`src/rtl/pc_sequencer.sv`:
```
// Program-counter and run-control sequencer.
// Owns the host-writable branch-target LUT.
module pc_sequencer #(
  parameter int              PC_W       = 10,
  parameter logic [PC_W-1:0] START_ADDR = '0,
  parameter int              LOAD_LAT   = 1
) (
  input  logic            Clk,
  input  logic            Reset,
  input  logic            Start,
  input  logic [1:0]      Branch,
  input  logic [3:0]      targetLUT,
  input  logic            loadMem,
  input  logic            halt,
  input  logic            sc_flag,
  input  logic            lut_we,
  input  logic [3:0]      lut_addr,
  input  logic [PC_W-1:0] lut_data,
  output logic [PC_W-1:0] PC,
  output logic            exec_en,
  output logic            branch_taken,
  output logic            Ack
);

  typedef enum logic [1:0] {
    IDLE,
    RUN,
    STALL,
    DONE
  } state_t;

  localparam bit HAS_STALL = (LOAD_LAT > 0);
  localparam logic [2:0] STALL_INIT =
    HAS_STALL ? 3'(LOAD_LAT - 1) : 3'd0;

  state_t          state;
  logic [2:0]      cnt;
  logic [PC_W-1:0] lut [16];
  logic [PC_W-1:0] target;
  logic [PC_W-1:0] pc_inc;
  logic            taken;

  assign target  = lut[targetLUT];
  assign pc_inc  = PC + PC_W'(1);
  assign exec_en = (state == RUN);
  assign branch_taken = exec_en & taken & ~halt;

  // Branch condition decode against the status flag
  always_comb begin
    taken = 1'b0;
    case (Branch)
      2'b01:   taken = sc_flag;
      2'b10:   taken = ~sc_flag;
      2'b11:   taken = 1'b1;
      default: taken = 1'b0;
    endcase
  end

  // Branch-target table; reads see the old entry during a write
  always_ff @(posedge Clk) begin
    if (Reset) begin
      for (int i = 0; i < 16; i++) lut[i] <= '0;
    end else if (lut_we) begin
      lut[lut_addr] <= lut_data;
    end
  end

  // Run-control FSM with PC, stall counter and Ack
  always_ff @(posedge Clk) begin
    if (Reset) begin
      state <= IDLE;
      PC    <= START_ADDR;
      cnt   <= '0;
      Ack   <= 1'b0;
    end else begin
      case (state)
        IDLE: begin
          if (Start) begin
            PC    <= START_ADDR;
            state <= RUN;
          end
        end
        RUN: begin
          if (halt) begin
            state <= DONE;
            Ack   <= 1'b1;
          end else if (taken) begin
            PC <= target;
          end else if (loadMem && HAS_STALL) begin
            state <= STALL;
            cnt   <= STALL_INIT;
          end else begin
            PC <= pc_inc;
          end
        end
        STALL: begin
          if (cnt == 3'd0) begin
            PC    <= pc_inc;
            state <= RUN;
          end else begin
            cnt <= cnt - 3'd1;
          end
        end
        DONE: begin
          if (!Start) begin
            state <= IDLE;
            Ack   <= 1'b0;
          end
        end
        default: state <= IDLE;
      endcase
    end
  end

endmodule
```
`config.mk`:
```
export PLATFORM = sky130hd
export DESIGN_NAME = pc_sequencer
export DESIGN_NICKNAME = d
export VERILOG_FILES = /design/src/rtl/pc_sequencer.sv
export SDC_FILE = /design/constraint.sdc
export NUM_CORES = 1
export LEC_CHECK = 0
export ABC_CLOCK_PERIOD_IN_PS = 2000
export CORE_UTILIZATION = 55
export CTS_BUF_LIST = sky130_fd_sc_hd__clkbuf_16
export CTS_CLUSTER_DIAMETER = 40
export CTS_CLUSTER_SIZE = 12
export DETAILED_ROUTE_END_ITERATION = 7
export HOLD_SLACK_MARGIN = 0.05
export PLACE_DENSITY = 0.78
export SLEW_MARGIN = 0
export SYNTH_ARGS = -nofsm -noshare
export SYNTH_HDL_FRONTEND = slang
export SYNTH_SLANG_ARGS = --single-unit
```
`constraint.sdc`:
```
create_clock -name Clk -period 2 [get_ports Clk]
set_clock_uncertainty 0.2 [all_clocks]
set_input_delay 0.3 -clock Clk [delete_from_list [all_inputs] [get_ports Clk]]
set_output_delay 0.3 -clock Clk [all_outputs]
set_load 0.02 [all_outputs]
```
==> flow_summary.json, run 1 <==
{
  "synthSimpleGateAreaFrac_pct": 17.7,
  "start_kind": "flop",
  "num_vias": 5388,
  "fin_util_pct": 68.5,
  "hold_path_class": "flop to flop",
  "numCtsBuffers": 17,
  "worst_pin_slew_ns": 0.545,
  "drc": 0,
  "yosys_warnings": 0,
  "wirelength_mm": 19.6,
  "io_buffers": 39,
  "synth_ff_type": "edfxtp_1",
  "rows": 45,
  "place_area_sq_um": 9610,
  "fillers": 1020,
  "reg2reg_from": "lut[3][3]$_SDFFCE_PN0P_",
  "setup_violations": 1,
  "ys_seq_elements": 176,
  "grt_max_degree": 17,
  "synth_nets": 639,
  "antenna_cells": 0,
  "grt_use_total_pct": 26.0,
  "synth_top_family_by_area": "simple AND/OR/NAND/NOR gates",
  "cp_max_fo": 1,
  "routabilityCongestion": 0.900,
  "crit_required_ns": 2.12,
  "synth_enable_flop_cells": 160,
  "area_growth_pct": 22.3,
  "htree_levels": 4,
  "power_density_nw_per_um2": 840,
  "crit_arrival_ns": 2.13,
  "power_frac_seq_pct": 49.3,
  "multi_input_area_sq_um": 3300,
  "die_area_sq_um": 15900,
  "seq_area_sq_um": 5130,
  "grt_pass1_wl_mm": 30.2,
  "drive_gt1_share_pct": 27.5,
  "holdBufCountCts": 0,
  "final_area_sq_um": 10400,
  "slew_viol_final": 0,
  "drtIter0Drc": 382,
  "syn_area_sq_um": 8490,
  "hold_viol_final": 0,
  "setup_ws_ns": -0.00475,
  "synth_compound_area_share_pct": 3.82,
  "vias_per_cell": 5.95,
  "fmax_ghz": 0.499,
  "ir_drop_mv": 0.646,
  "antenna_found_initial": 0,
  "cts_tree": "done",
  "nets": 738,
  "p_leak_uw": 0.00390,
  "holdPathStages": 2,
  "cap_violations": 0,
  "endpoint_kind": "flop",
  "p_comb_share_pct": 12.1,
  "p_sw_uw": 2040,
  "overflow": 0,
  "synth_area_per_cell_sq_um": 14.0,
  "die_y_um": 126,
  "clk_latency_ns": 0.43,
  "reg2reg_to": "PC[3]$_SDFFE_PP0P_",
  "synth_cells": 605,
  "cts_sinks": 176,
  "p_int_uw": 6680,
  "synthAdderAreaFrac_pct": 1.03,
  "cts_root_buf": "clkbuf_16",
  "start_util_pct": 56.0,
  "swShare_pct": 23.4,
  "fin_crit_sh_pct": 100,
  "synth_mux_area_share_pct": 13.7,
  "max-clock-path-buffers": 2,
  "grt_setup_unrepaired": "true",
  "grt_pass1_vias": 5309,
  "fp.dieW_um": 126,
  "rrSetupSlack_ns": -0.005,
  "antenna_left": 0,
  "firstDrtPassIters": 7,
  "holdPathEnd": "Ack$_SDFFE_PP0P_",
  "synthDistinctLibCells": 46,
  "violations": "negative setup slack",
  "min_period_ns": 2.00,
  "wire_per_inst_um": 21.6,
  "floorplan.core_area_sq_um": 15100,
  "crit_type": "flop to flop",
  "ys_seq_area_share_pct": 60.4,
  "boundaryPins": 40,
  "max_slew_margin_pct": 63.6,
  "clkPwrFrac_pct": 38.7,
  "status": "finished, violations left",
  "min_from": "Ack$_SDFFE_PP0P_",
  "path_clk_slew_ns": 0.07,
  "worst-r2r-cell-count": 6,
  "synthArstFlopShare_pct": 0,
  "synth-xor-area-share_pct": 0.516,
  "dp_hpwl_mm": 13.3
}
## cell usage after synthesis, types with 8 or more instances
master      n  area, sq um
and2_1    161         1010
edfxtp_1  160         4800
clkbuf_1   31          116
mux4_2     29          653
nor2_1     26         97.6
nand2_1    22         82.6
mux2i_1    19          190
or2_2      19          119
dfxtp_1    16          320
mux4_1     11          289
a21oi_1    10         50.1
a211oi_1    8         60.1
## worst max-delay path, stage by stage (launching register included)
cell      delay [ns]
edfxtp_1        0.39
mux4_2          0.53
nor2b_1         0.17
a211oi_2        0.14
buf_4           0.16
a211oi_2        0.04
a211o_1         0.26
## area by class of cell
class | instances | share of cell area (%)
clock buffers | 17 | 4.10
clock inverters | 15 | 1.60
inverters | 7 | 0.277
multi-input cells | 380 | 31.8
flip-flops and latches | 176 | 49.4
well taps | 188 | 2.27
repair buffers | 122 | 10.6
## layer usage
layer  GRT usage [%]  vias to the layer above  share of wire, %
li1                -                     2410                 -
met1            36.0                     2710                43
met2            41.1                      241                48
met3            4.97                       27               7.3
met4            10.1                        0               2.0
met5               0                        -                 0
## state kept, by name, indices dropped and copies added, names as in the netlist
register,flops
lut,160
PC,10
cnt,3
state,2
Ack,1
## kinds of logic after synthesis
group           Yosys count
xor+xnor                  5
mux                      62
simple gates            260
compound gates           45
flops                   176
fa+ha+maj                 7
buf+inv                  50
## placed cells by master, fill, tap and decap left out, types with 4 or more instances in the layout
cell,n
o21ai_0,6
mux4_1,11
buf_12,8
or2_4,9
nor2_1,26
ha_1,5
mux4_2,29
a211oi_2,6
nand3_1,4
or2_2,11
nor2b_1,5
nand2b_1,5
nand2_1,20
edfxtp_1,160
and2_1,161
clkbuf_16,17
dfxtp_1,15
clkdlybuf4s50_1,29
a21oi_1,8
mux2i_1,19
inv_1,5
buf_4,75
clkinv_2,4
## repair_timing
action                                  4_1_cts  5_1_grt
setup buffers                                 0        1
gates resized for setup                      20       32
pin swaps                                     3       10
gates cloned                                  0        1
endpoints found under the setup margin       10       97
## how the worst max path moves through the flow
stage               slack [ns]  cells past startpoint                 endpoint                     from
floorplan                 0.07                      8       PC[7]$_SDFFE_PP0P_    state[1]$_SDFFE_PP0P_
global placement         -0.36                      8       PC[8]$_SDFFE_PP0P_                    Reset
detailed placement       -0.39                      5  lut[0][5]$_SDFFCE_PN0P_                    Reset
CTS                      0.002                      1                    PC[0]       PC[0]$_SDFFE_PP0P_
global route             -0.06                      6       PC[3]$_SDFFE_PP0P_  lut[3][3]$_SDFFCE_PN0P_
finish                  -0.005                      6       PC[3]$_SDFFE_PP0P_  lut[3][3]$_SDFFCE_PN0P_
## power groups by stage
stage                     logic [uW]  clock network [uW]  registers, uW
after floorplan                  531                   0           4340
after global placement           955                   0           4350
after detailed placement         981                   0           4370
after CTS                        998                3390           4300
after global routing            1120                3520           4310
final                           1050                3370           4300
## through the flow
stage	std cells	total power, uW	setup slack (ns)	hold slack [ns]	TNS (ns)
after floorplan	605	4870	0.0674	0.260	0
after global placement	871	5310	-0.359	0.274	-63.11
after detailed placement	871	5350	-0.386	0.298	-74.23
after CTS	903	8680	0.00154	0.307	0
after global routing	905	8960	-0.0648	0.328	-0.483
final	905	8720	-0.00475	0.311	-0.00475
Note: power is estimated with default switching activity, not from simulation.
==> inputs of run 2 (changes only) <==
Settings changed: CORE_UTILIZATION 55 to 30, CTS_CLUSTER_DIAMETER 40 to unset, PLACE_DENSITY 0.78 to 0.48.
==> run 2 against run 1 <==
- the flow now finishes without violations
- combinational power about the same
- routed wire length increased by 14%
- first-iteration DRC count increased by 7.6%
- critical path depth unchanged
- final cell count increased by 22%
- register-to-register slack is essentially flat
- critical endpoint unchanged
==> flow_summary.json, run 2 (synthesized netlist as in run 1, its figures left out) <==
{
  "drc": 0,
  "fin_crit_sh_pct": 99.8,
  "start_kind": "flop",
  "grt_pass1_vias": 5406,
  "setup_violations": 0,
  "grt_max_degree": 20,
  "gr-usage-met3_pct": 2.63,
  "slowest_stage": "mux4_2",
  "hold_ws_ns": 0.154,
  "largest_reg_flops": 160,
  "holdPathEnd": "state[0]$_SDFFE_PP0P_",
  "min_from": "Reset",
  "boundaryPins": 40,
  "ir_drop_mv": 0.384,
  "grt_pass1_wl_mm": 33.6,
  "clkPwrFrac_pct": 38.8,
  "cts_tree": "done",
  "routabilityCongestion": 0.872,
  "cap_violations": 0,
  "fmax_ghz": 0.501,
  "p_comb_share_pct": 12.3,
  "overflow": 0,
  "p_sw_uw": 2170,
  "crit_buf_inv": 1,
  "cp_max_fo": 1,
  "max-clock-path-buffers": 2,
  "power_density_nw_per_um2": 819,
  "largestRegisters": "lut x160, PC x10, cnt x3",
  "vias_per_cell": 4.67,
  "crit_arrival_ns": 2.11,
  "grt_setup_unrepaired": "true",
  "clk_latency_ns": 0.43,
  "cts_sinks": 176,
  "antenna_found_initial": 1,
  "crit_chain": "mux4_2 -> nor2b_4 -> a211oi_2 -> buf_4 -> a211oi_2 -> a211o_1",
  "floorplan.core_area_sq_um": 27800,
  "antenna_left": 0,
  "slew_viol_final": 0,
  "setup_ws_ns": 0.00384,
  "tns_ns": 0,
  "worst-r2r-cell-count": 6,
  "drtIter0Drc": 411,
  "crit_type": "flop to flop",
  "area_growth_pct": 26.4,
  "crit_family": "multiplexers",
  "power_uw": 8790,
  "rrSetupSlack_ns": 0.004,
  "p_leak_uw": 0.00400,
  "use_met2_pct": 27.5,
  "max_slew_margin_pct": 77.7,
  "fin_util_pct": 38.6,
  "numCtsBuffers": 17,
  "nets": 749,
  "worst_pin_slew_ns": 0.326,
  "reg2reg_from": "lut[3][3]$_SDFFCE_PN0P_",
  "met1_usage_pct": 21.8,
  "path_clk_slew_ns": 0.07,
  "crit_top_cell": "a211oi_2",
  "reg2reg_to": "PC[3]$_SDFFE_PP0P_",
  "crit_required_ns": 2.12,
  "swShare_pct": 24.7,
  "grt_use_total_pct": 16.3,
  "regMostFlops": "lut",
  "mostFrequentLayoutCell": "and2_1",
  "wirelength_mm": 22.4,
  "fp.dieW_um": 170,
  "io_buffers": 39,
  "cpPeakStageDelay_ns": 0.54,
  "holdPathStages": 3,
  "drive_gt1_share_pct": 28.4,
  "antenna_cells": 0,
  "min_period_ns": 2.00,
  "num_vias": 5164,
  "hold_viol_final": 0,
  "hold_path_class": "primary input to flop",
  "htree_levels": 4,
  "firstDrtPassIters": 6,
  "holdBufCountCts": 0,
  "pre_cts_ws_ns": -0.466,
  "p_int_uw": 6620,
  "status": "completed",
  "cts_root_buf": "clkbuf_16",
  "endpoint_kind": "flop",
  "die_area_sq_um": 29000,
  "grt_busiest_layer": "met2",
  "rows": 61,
  "wire_per_inst_um": 20.2,
  "power_frac_seq_pct": 48.9,
  "die_y_um": 170,
  "dp_hpwl_mm": 15.7,
  "mostFrequentLayoutCells": "161 x and2_1, 160 x edfxtp_1, 80 x buf_4, 29 x mux4_2, 27 x clkdlybuf4s50_1",
  "start_util_pct": 30.5
}
## run 2: cell types whose count changed in the layout (fill, tap and decap cells not counted), sizes merged, moves of 2 or more
| cell | previous run | this run |
|---|---|---|
| buf | 86 | 97 |
| clkinv | 6 | 3 |
| dlymetal6s2s | 3 | 5 |
| clkinvlp | 3 | 1 |
| inv | 10 | 16 |
| clkdlybuf4s50 | 29 | 27 |
## run 2: tightest hold or removal path: stages
cell and delay [ns]:
dlymetal6s2s_1 0.18, buf_4 0.20, a21oi_1 0.05
## run 2: how the worst max path moves through the flow
stage / to / cells past startpoint / startpoint
2_1_floorplan: PC[7]$_SDFFE_PP0P_ / 8 / state[1]$_SDFFE_PP0P_
3_3_place_gp: lut[2][3]$_SDFFCE_PN0P_ / 6 / Reset
3_5_place_dp: lut[1][0]$_SDFFCE_PN0P_ / 6 / Reset
4_1_cts: PC[3]$_SDFFE_PP0P_ / 8 / state[0]$_SDFFE_PP0P_
5_1_grt: PC[3]$_SDFFE_PP0P_ / 6 / lut[3][3]$_SDFFCE_PN0P_
6_report: PC[3]$_SDFFE_PP0P_ / 6 / lut[3][3]$_SDFFCE_PN0P_
## run 2: cell type report
cell class	instances	area (sq um)
Fill cell	2663	17100
Inverter	7	26.3
Timing Repair Buffer	132	1250
Multi-Input combinational cell	381	3250
Sequential cell	176	5130
Tap cell	378	473
Clock inverter	15	170
Clock buffer	17	425
## run 2: routing by layer
layer | routed length, um | up-vias
met3 | 801 | 18
met2 | 11000 | 102
met4 | 280 | 0
met1 | 10300 | 2615
met5 | 0 | -
li1 | - | 2429
## run 2: power groups by stage
stage          registers (uW)  clock network [uW]  logic, uW
3_5_place_dp             4380                   0       1050
3_3_place_gp             4370                   0       1040
2_1_floorplan            4340                   0        531
5_1_grt                  4310                3590       1160
6_report                 4300                3410       1080
4_1_cts                  4300                3450       1060
## run 2: timing repair
action | CTS | global route
pin swaps | 4 | 2
cloned | 0 | 2
buffers inserted | 0 | 0
setup endpoints to repair | 29 | 97
endpoints found under the hold margin | 0 | 0
gates resized for setup | 19 | 33
## run 2: stage by stage
step	std cells	cell area [sq um]
2_1_floorplan	605	8490
3_3_place_gp	1072	10000
3_5_place_dp	1072	10000
4_1_cts	1104	10600
5_1_grt	1106	10700
6_report	1106	10700
==> inputs of run 3 (changes only) <==
Settings changed: ABC_CLOCK_PERIOD_IN_PS 2000 to 2100, PLACE_DENSITY 0.48 to 0.46, SETUP_SLACK_MARGIN set to 0.15.
Clock period 2 ns to 2.1 ns, I/O delays scaled along.
==> run 3 against run 2 <==
- final cell count up 0.27%
- routed wire length grew 2.3%
- global-route usage grew 0.38 points
- first-iteration DRC count up 29%
- clock power is 1% lower
- critical endpoint is now PC[8]$_SDFFE_PP0P_
- largest power group unchanged
- highest routed layer unchanged
==> flow_summary.json, run 3 (synthesized netlist as in run 1, its figures left out) <==
{
  "largestRegisters": "lut x160, PC x10, cnt x3",
  "numCtsBuffers": 17,
  "cts_root_buf": "clkbuf_16",
  "rows": 61,
  "endpoint_kind": "flop",
  "regMostFlops": "lut",
  "min_period_ns": 2.03,
  "fin_crit_sh_pct": 96.5,
  "area_growth_pct": 28.1,
  "overflow": 0,
  "clk_latency_ns": 0.43,
  "grt_pass1_vias": 5519,
  "cp_max_fo": 1,
  "boundaryPins": 40,
  "fmax_ghz": 0.494,
  "grt_pass1_wl_mm": 34.6,
  "die_y_um": 170,
  "setup_violations": 0,
  "p_leak_uw": 0.00403,
  "io_buffers": 39,
  "mostFrequentLayoutCell": "and2_1",
  "antenna_found_initial": 0,
  "grt_setup_unrepaired": "true",
  "dp_hpwl_mm": 15.9,
  "wire_per_inst_um": 20.6,
  "hold_viol_final": 0,
  "grt_use_total_pct": 16.7,
  "nets": 752,
  "floorplan.core_area_sq_um": 27800,
  "crit_arrival_ns": 2.14,
  "die_area_sq_um": 29000,
  "start_util_pct": 30.5,
  "antenna_cells": 0,
  "crit_required_ns": 2.21,
  "power_density_nw_per_um2": 788,
  "place_area_sq_um": 10000,
  "largest_reg_flops": 160,
  "holdBufCountCts": 0,
  "multi_input_area_sq_um": 3320,
  "status": "completed",
  "hold_ws_ns": 0.294,
  "seq_area_sq_um": 5130,
  "vias_per_cell": 4.75,
  "finalNonFillerCells": 1109,
  "drive_gt1_share_pct": 30.0,
  "wl_met3_um": 906,
  "wl_met1_mm": 10.6,
  "dr_wl_met2_mm": 11.1,
  "hold_path_class": "primary input to flop",
  "mostFrequentLayoutCells": "161 x and2_1, 160 x edfxtp_1, 79 x buf_4, 30 x mux4_2, 24 x nor2_1",
  "num_vias": 5266,
  "final_area_sq_um": 10900,
  "topRoutingLayerUsed": "met4",
  "wirelength_mm": 22.9,
  "placed_cells": 1071,
  "cts_sinks": 176,
  "slew_viol_final": 0,
  "antenna_left": 0,
  "setup_ws_ns": 0.0740,
  "tns_ns": 0,
  "crit_type": "flop to flop",
  "htree_levels": 4,
  "cts_tree": "done",
  "routabilityCongestion": 0.805,
  "fp.dieW_um": 170,
  "grt_max_degree": 18,
  "fillers": 2626,
  "start_kind": "flop",
  "pre_cts_ws_ns": -0.393,
  "ir_drop_mv": 0.525,
  "drc": 0,
  "path_clk_slew_ns": 0.07,
  "max_slew_margin_pct": 78.3,
  "cap_violations": 0,
  "firstDrtPassIters": 4,
  "drtIter0Drc": 531,
  "max-clock-path-buffers": 2,
  "worst_pin_slew_ns": 0.317
}
run 3: per-stage QoR:
stage / util (%) / power, uW
after floorplan: - / 4640
after global placement: 36.0 / 5170
after detailed placement: 36.0 / 5180
after CTS: 38.5 / 8570
after global routing: 39.1 / 8870
final: 39.1 / 8570
run 3: worst max-delay path: stages, from the launching register on:
cell and delay [ns]:
edfxtp_1 0.41, mux4_2 0.55, nor2b_4 0.16, a211oi_2 0.15, buf_4 0.17, a211oi_2 0.05, a211o_1 0.23
run 3: metal layers:
metal | GRT usage, % | vias up
met4 | 4.31 | 0
met2 | 27.5 | 119
li1 | - | 2445
met1 | 22.2 | 2688
met3 | 3.60 | 14
met5 | 0 | -
run 3: what timing repair did:
action | in CTS | in global routing
pin swaps | 9 | 6
endpoints found under the setup margin | 88 | 59
gates resized for setup | 35 | 36
cloned | 1 | 1
buffers inserted | 0 | 4
run 3: final cells by class:
| cell class | count | area share, % |
|---|---|---|
| clock inverters | 15 | 1.82 |
| well taps | 378 | 4.35 |
| multi-input cells | 381 | 30.6 |
| repair buffers | 135 | 11.9 |
| clock buffers | 17 | 3.91 |
| inverters | 7 | 0.242 |
| flip-flops and latches | 176 | 47.2 |
run 3: final timing paths:
check                               start             endpoint  slack (ns)  depth (start not counted)
setup / recovery  lut[3][8]$_SDFFCE_PN0P_   PC[8]$_SDFFE_PP0P_        0.07                          6
hold / removal                      Reset     Ack$_SDFFE_PP0P_        0.29                          3
setup reg to reg  lut[3][8]$_SDFFCE_PN0P_   PC[8]$_SDFFE_PP0P_        0.07                          6
hold reg to reg       cnt[1]$_SDFFE_PP0P_  cnt[1]$_SDFFE_PP0P_        0.30                          2
run 3: where the power goes:
part	internal, uW	total (uW)	switching [uW]
Combinational	542	1110	566
Sequential	4010	4090	81.9
Clock	1920	3370	1450
==> patch 1, RTL diff (settings of run 2) <==
Set the parameter `PC_W` to 8 (it was 10).
--- a/src/rtl/pc_sequencer.sv
+++ b/src/rtl/pc_sequencer.sv
@@ -1,7 +1,7 @@
 // Program-counter and run-control sequencer.
 // Owns the host-writable branch-target LUT.
 module pc_sequencer #(
-  parameter int              PC_W       = 10,
+  parameter int              PC_W       = 8,
   parameter logic [PC_W-1:0] START_ADDR = '0,
   parameter int              LOAD_LAT   = 1
 ) (
Interface: changed (resized PC and lut_data); port bits go from 40 to 36. No check against the original RTL was run, so the function may have changed too.
==> patch 1 against run 2 <==
- the run now ends with setup timing left
- global-route usage decreased by 0.33 points
- core utilization grew 1.7 points
- cell area fell by 15%
- routed wire length is 20% lower
- total power grew 3.3%
- area after synthesis down 18%
- worst setup slack got worse by 0.013 ns
- first-iteration DRC count shrank 27%
- sequential cell count fell by 34
- critical endpoint is now PC[2]
- largest cell class unchanged
- largest power group unchanged
==> patch 1: results (changes against run 2) <==
metric,value,unit,change
status,"finished, violations left",,"was finished, final reports clean"
failing checks,setup timing,,
post-synthesis mux area share,14.0,%,was 13.7%
Comb group,0.00204,W,was 0.00108 W
"Async S/R FF share, synth",0,%,unchanged
Post-Syn Area per Cell,13.9,sq um,was 14.0 sq um
DP Wirelength,12.4,mm,was 15.7 mm
switching share of power,25.7,%,was 24.7%
Cell variety after synth,53,,was 46
CP arrival,2.13,ns,was 2.11 ns
Synth Area in Compound Gates,5.47,%,was 3.82%
Regs by FF count,"lut: 128 flops, PC: 8 flops, cnt: 3 flops",,"was lut: 160 flops, PC: 10 flops, cnt: 3 flops"
met2 usage,27.1,%,was 27.5%
Fin Setup TNS,-0.00869,ns,was 0 ns
GRT met3 Usage,3.17,%,was 2.63%
CP max-delay cell,dfxtp_2,,was mux4_2
global placement routability congestion,0.830,,was 0.872
Crit path max-delay family,buffers and inverters,,was multiplexers
slew margin rel.,58.2,%,was 77.7%
Peak VDD IR,0.000538,V,was 0.000384 V
initial antenna violation count,0,,was 1
worst r2r path cells,9,,was 6
WL met2,8.84,mm,was 11.0 mm
final wirelength,17.9,mm,was 22.4 mm
PortBufs,35,,was 39
Synth area leaders,"edfxtp_1 (55%), and2_1 (12%), mux4_1 (5.7%)",,"was edfxtp_1 (57%), and2_1 (12%), mux4_2 (7.7%)"
M1 GR Usage,20.4,%,was 21.8%
clock latency on the worst-skew pair,0.42,ns,
Critical Path Fanout Max,6,,was 1
WL met3,637,um,was 801 um
number of global-route vias before repair,4702,,was 5406
crit-path max cell delay,0.32,ns,was 0.54 ns
sequential power,0.00356,W,was 0.00430 W
fin nets,664,,was 749
DP Cell Count,886,,was 1072
largest net degree at the start of global routing,30,,was 20
Post-synth EDFFs,128,,was 160
Flop pwr share,39.2,%,was 48.9%
total track usage,16.0,%,was 16.3%
CTS Buffer Depth,2,,unchanged
adder-cell share of the synthesized area,1.26,%,was 1.03%
Setup Viol. Count Final,1,,was 0
First DRT Iteration DRCs,298,,was 411
fraction of layout cells with a size suffix above 1,30.7,%,was 28.4%
post-CTS sizing,25,,was 19
first-pass GRT wire length,27.7,mm,was 33.6 mm
xor/xnor share of the synthesized area,0.252,%,was 0.516%
WL met1,8.19,mm,was 10.3 mm
cell leakage power,3.44,nW,was 4.00 nW
final worst slack,-0.00869,ns,was 0.00384 ns
first drt pass iteration count,4,,was 6
Placed Instance Area,8280,sq um,was 10000 sq um
syn nets,533,,was 639
Vias,4495,,was 5164
Post-Place Worst Slack,-0.427,ns,was -0.466 ns
patch 1: cell types whose count changed in the layout (fill, tap and decap cells not counted), sizes merged, moves of 3 or more:
cell | run 2 | this run
and2 | 161 | 128
edfxtp | 160 | 128
or2 | 21 | 4
mux4 | 40 | 31
o21ai | 8 | 16
buf | 97 | 103
mux2i | 19 | 13
a211oi | 8 | 3
a21oi | 11 | 6
clkinv | 3 | 8
mux2 | 3 | 8
bufinv | 2 | 5
o311ai | 0 | 3
patch 1: cell type report:
| cell class | count | area, sq um |
|---|---|---|
| Clock inverter | 15 | 219 |
| Timing Repair Buffer | 137 | 1210 |
| Clock buffer | 17 | 425 |
| Inverter | 14 | 52.6 |
| Sequential cell | 142 | 4130 |
| Tap cell | 285 | 357 |
| Fill cell | 2159 | 13600 |
| Multi-Input combinational cell | 320 | 2760 |
patch 1: worst paths after layout:
check | to | slack (ns) | start
max reg2reg | PC[2] | -0.009 | state[0]
min | state[0] | 0.21 | Reset
max | PC[2] | -0.009 | state[0]
min reg2reg | Ack | 0.31 | Ack
==> patch 2, RTL diff (flow settings as in run 2) <==
Without the edit above. Encoding of `state_t`: now one-hot (4 bits for 4 states).
--- a/src/rtl/pc_sequencer.sv
+++ b/src/rtl/pc_sequencer.sv
@@ -22,11 +22,11 @@
   output logic            Ack
 );
 
-  typedef enum logic [1:0] {
-    IDLE,
-    RUN,
-    STALL,
-    DONE
+  typedef enum logic [3:0] {
+    IDLE  = 4'b0001,
+    RUN   = 4'b0010,
+    STALL = 4'b0100,
+    DONE  = 4'b1000
   } state_t;
 
   localparam bit HAS_STALL = (LOAD_LAT > 0);
Behaviour: no difference found for any inputs over 4 cycles, from zero or initial values and one cycle with Reset high; so few cycles prove little.
==> patch 2 against run 2 <==
- the flow now finishes with violations (setup timing)
- die area decreased by 0.44%
- routed wire length is 7.6% higher
- total power is 1.4% lower
- area after synthesis decreased by 0.44%
- worst setup slack worse by 0.27 ns
- via count rose by 10%
- cell area rose by 4.2%
- sequential cell count is 2 higher
- count of clock-buffer cells in the layout is the same
- critical endpoint is now PC[9]
- largest power group unchanged
==> patch 2: results (changes against run 2) <==
metric,value,unit,change
final worst slack,-0.263,ns,was 0.00384 ns
Synth Area in Compound Gates,5.66,%,was 3.82%
largest net degree at the start of global routing,17,,was 20
failing checks,setup timing,,
"Async S/R FF share, synth",0,%,unchanged
global placement routability congestion,0.807,,was 0.872
fillcell total,2632,,was 2663
Syn. warnings,0,,unchanged
first-pass GRT wire length,35.9,mm,was 33.6 mm
Post-Syn Area per Cell,13.4,sq um,was 14.0 sq um
First DRT Iteration DRCs,411,,unchanged
Cell variety after synth,51,,was 46
clock latency on the worst-skew pair,0.44,ns,
Post-synth EDFFs,160,,unchanged
CTS Buffer Depth,2,,unchanged
Internal,0.00665,W,was 0.00662 W
DP Cell Count,1133,,was 1072
CTS Root Cell,clkbuf_16,,unchanged
"Seq/Total Area, Yosys",61.1,%,was 60.4%
number of global-route vias before repair,5831,,was 5406
PortBufs,39,,unchanged
top cell types by occurrence after synthesis,"and2_1 (160), edfxtp_1 (160), nor2_1 (32), mux4_2 (28), mux2i_1 (23)",,"was and2_1 (161), edfxtp_1 (160), clkbuf_1 (31), mux4_2 (29), nor2_1 (26)"
number of antenna diodes,0,,unchanged
total track usage,17.3,%,was 16.3%
Final Instance Count excl. Fillers,1173,,was 1106
xor/xnor share of the synthesized area,0,%,was 0.516%
HP Class,input pin to register,,unchanged
adder-cell share of the synthesized area,0.444,%,was 1.03%
status,"finished, violations left",,"was finished, final reports clean"
Synth Flop Type,edfxtp_1,,unchanged
Tightest Pin Transition,0.567,ns,was 0.326 ns
Regs by FF count,"lut: 160 flops, PC: 10 flops, state: 4 flops",,"was lut: 160 flops, PC: 10 flops, cnt: 3 flops"
final wirelength,24.1,mm,was 22.4 mm
Num CTS Buffers,17,,unchanged
post-synthesis mux area share,11.4,%,was 13.7%
CP arrival,2.42,ns,was 2.11 ns
first drt pass iteration count,5,,was 6
Vias,5695,,was 5164
Synth area leaders,"edfxtp_1 (57%), and2_1 (12%), mux4_2 (7.5%)",,"was edfxtp_1 (57%), and2_1 (12%), mux4_2 (7.7%)"
Peak VDD IR,0.000581,V,was 0.000384 V
fin nets,814,,was 749
Setup Viol. Count Final,14,,was 0
"CTS clk-pin slew, worst paths",0.06,ns,
Critical Path Fanout Max,4,,was 1
fraction of layout cells with a size suffix above 1,32.2,%,was 28.4%
cell leakage power,4.07,nW,was 4.00 nW
DP Wirelength,17.2,mm,was 15.7 mm
initial antenna violation count,0,,was 1
CTS H-tree depth,4,,unchanged
syn nets,661,,was 639
-- patch 2: cell families after synthesis --
group                    after synthesis
AO/OA/AOI/OAI                         68
adder cells (fa/ha/maj)                3
buffers and inverters                 38
flip-flops                           178
multiplexers                          60
AND/OR/NAND/NOR                      284
-- patch 2: metal layers --
metal / wire, um / vias to the layer above / GRT usage, % / part of all wire [%]
met3: 742 / 25 / 2.67 / 3.1
met4: 372 / 0 / 5.25 / 1.5
met5: 0 / - / 0 / 0
met2: 11800 / 129 / 29.4 / 49
li1: - / 2651 / - / -
met1: 11100 / 2890 / 22.6 / 46
-- patch 2: path summary, 6_finish.rpt --
check        startpoint       end  slack (ns)  depth (start not counted)
min reg2reg      cnt[1]    cnt[1]        0.28                          2
max            state[2]     PC[9]       -0.26                          7
max reg2reg    state[2]     PC[9]       -0.26                          7
min               Reset  state[2]        0.27                          3
-- patch 2: worst max-delay path, cell delays in order (launching register included) --
cell        delay, ns
dfxtp_2          0.33
or4b_4           0.59
clkinvlp_4       0.13
buf_4            0.15
a21oi_4          0.07
buf_4            0.14
or4_1            0.46
a31oi_1          0.13
-- patch 2: power by group through the flow --
stage               Sequential, W  Combinational, W  Clock, W
finish                    0.00430          0.000961   0.00340
floorplan                 0.00436          0.000418         0
detailed placement        0.00439          0.000921         0
global placement          0.00438          0.000910         0
global route              0.00432           0.00102   0.00357
CTS                       0.00431          0.000952   0.00347
-- patch 2: cell type report --
class | instances | area share, %
Multi-Input combinational cell | 415 | 30.5
Clock buffer | 17 | 3.80
Tap cell | 378 | 4.23
Clock inverter | 13 | 1.42
Sequential cell | 178 | 46.2
Inverter | 5 | 0.201
Timing Repair Buffer | 167 | 13.6
-- patch 2: repair_timing --
action,CTS,global route
setup buffers,10,1
pin swaps,9,8
cloned,0,1
setup endpoints to repair,25,131
gates resized for setup,45,33
-- patch 2: stage by stage --
step / worst slack, ns / total power [W] / instance area [sq um] / TNS [ns] / utilization, %
2_1_floorplan: -0.243 / 0.00478 / 8590 / -8.25 / -
3_3_place_gp: -0.496 / 0.00529 / 10300 / -112.06 / 37.1
3_5_place_dp: -0.471 / 0.00531 / 10300 / -107.35 / 37.1
4_1_cts: -0.283 / 0.00873 / 11100 / -2.11 / 39.8
5_1_grt: -0.318 / 0.00891 / 11200 / -2.80 / 40.3
6_report: -0.263 / 0.00866 / 11200 / -1.93 / 40.3
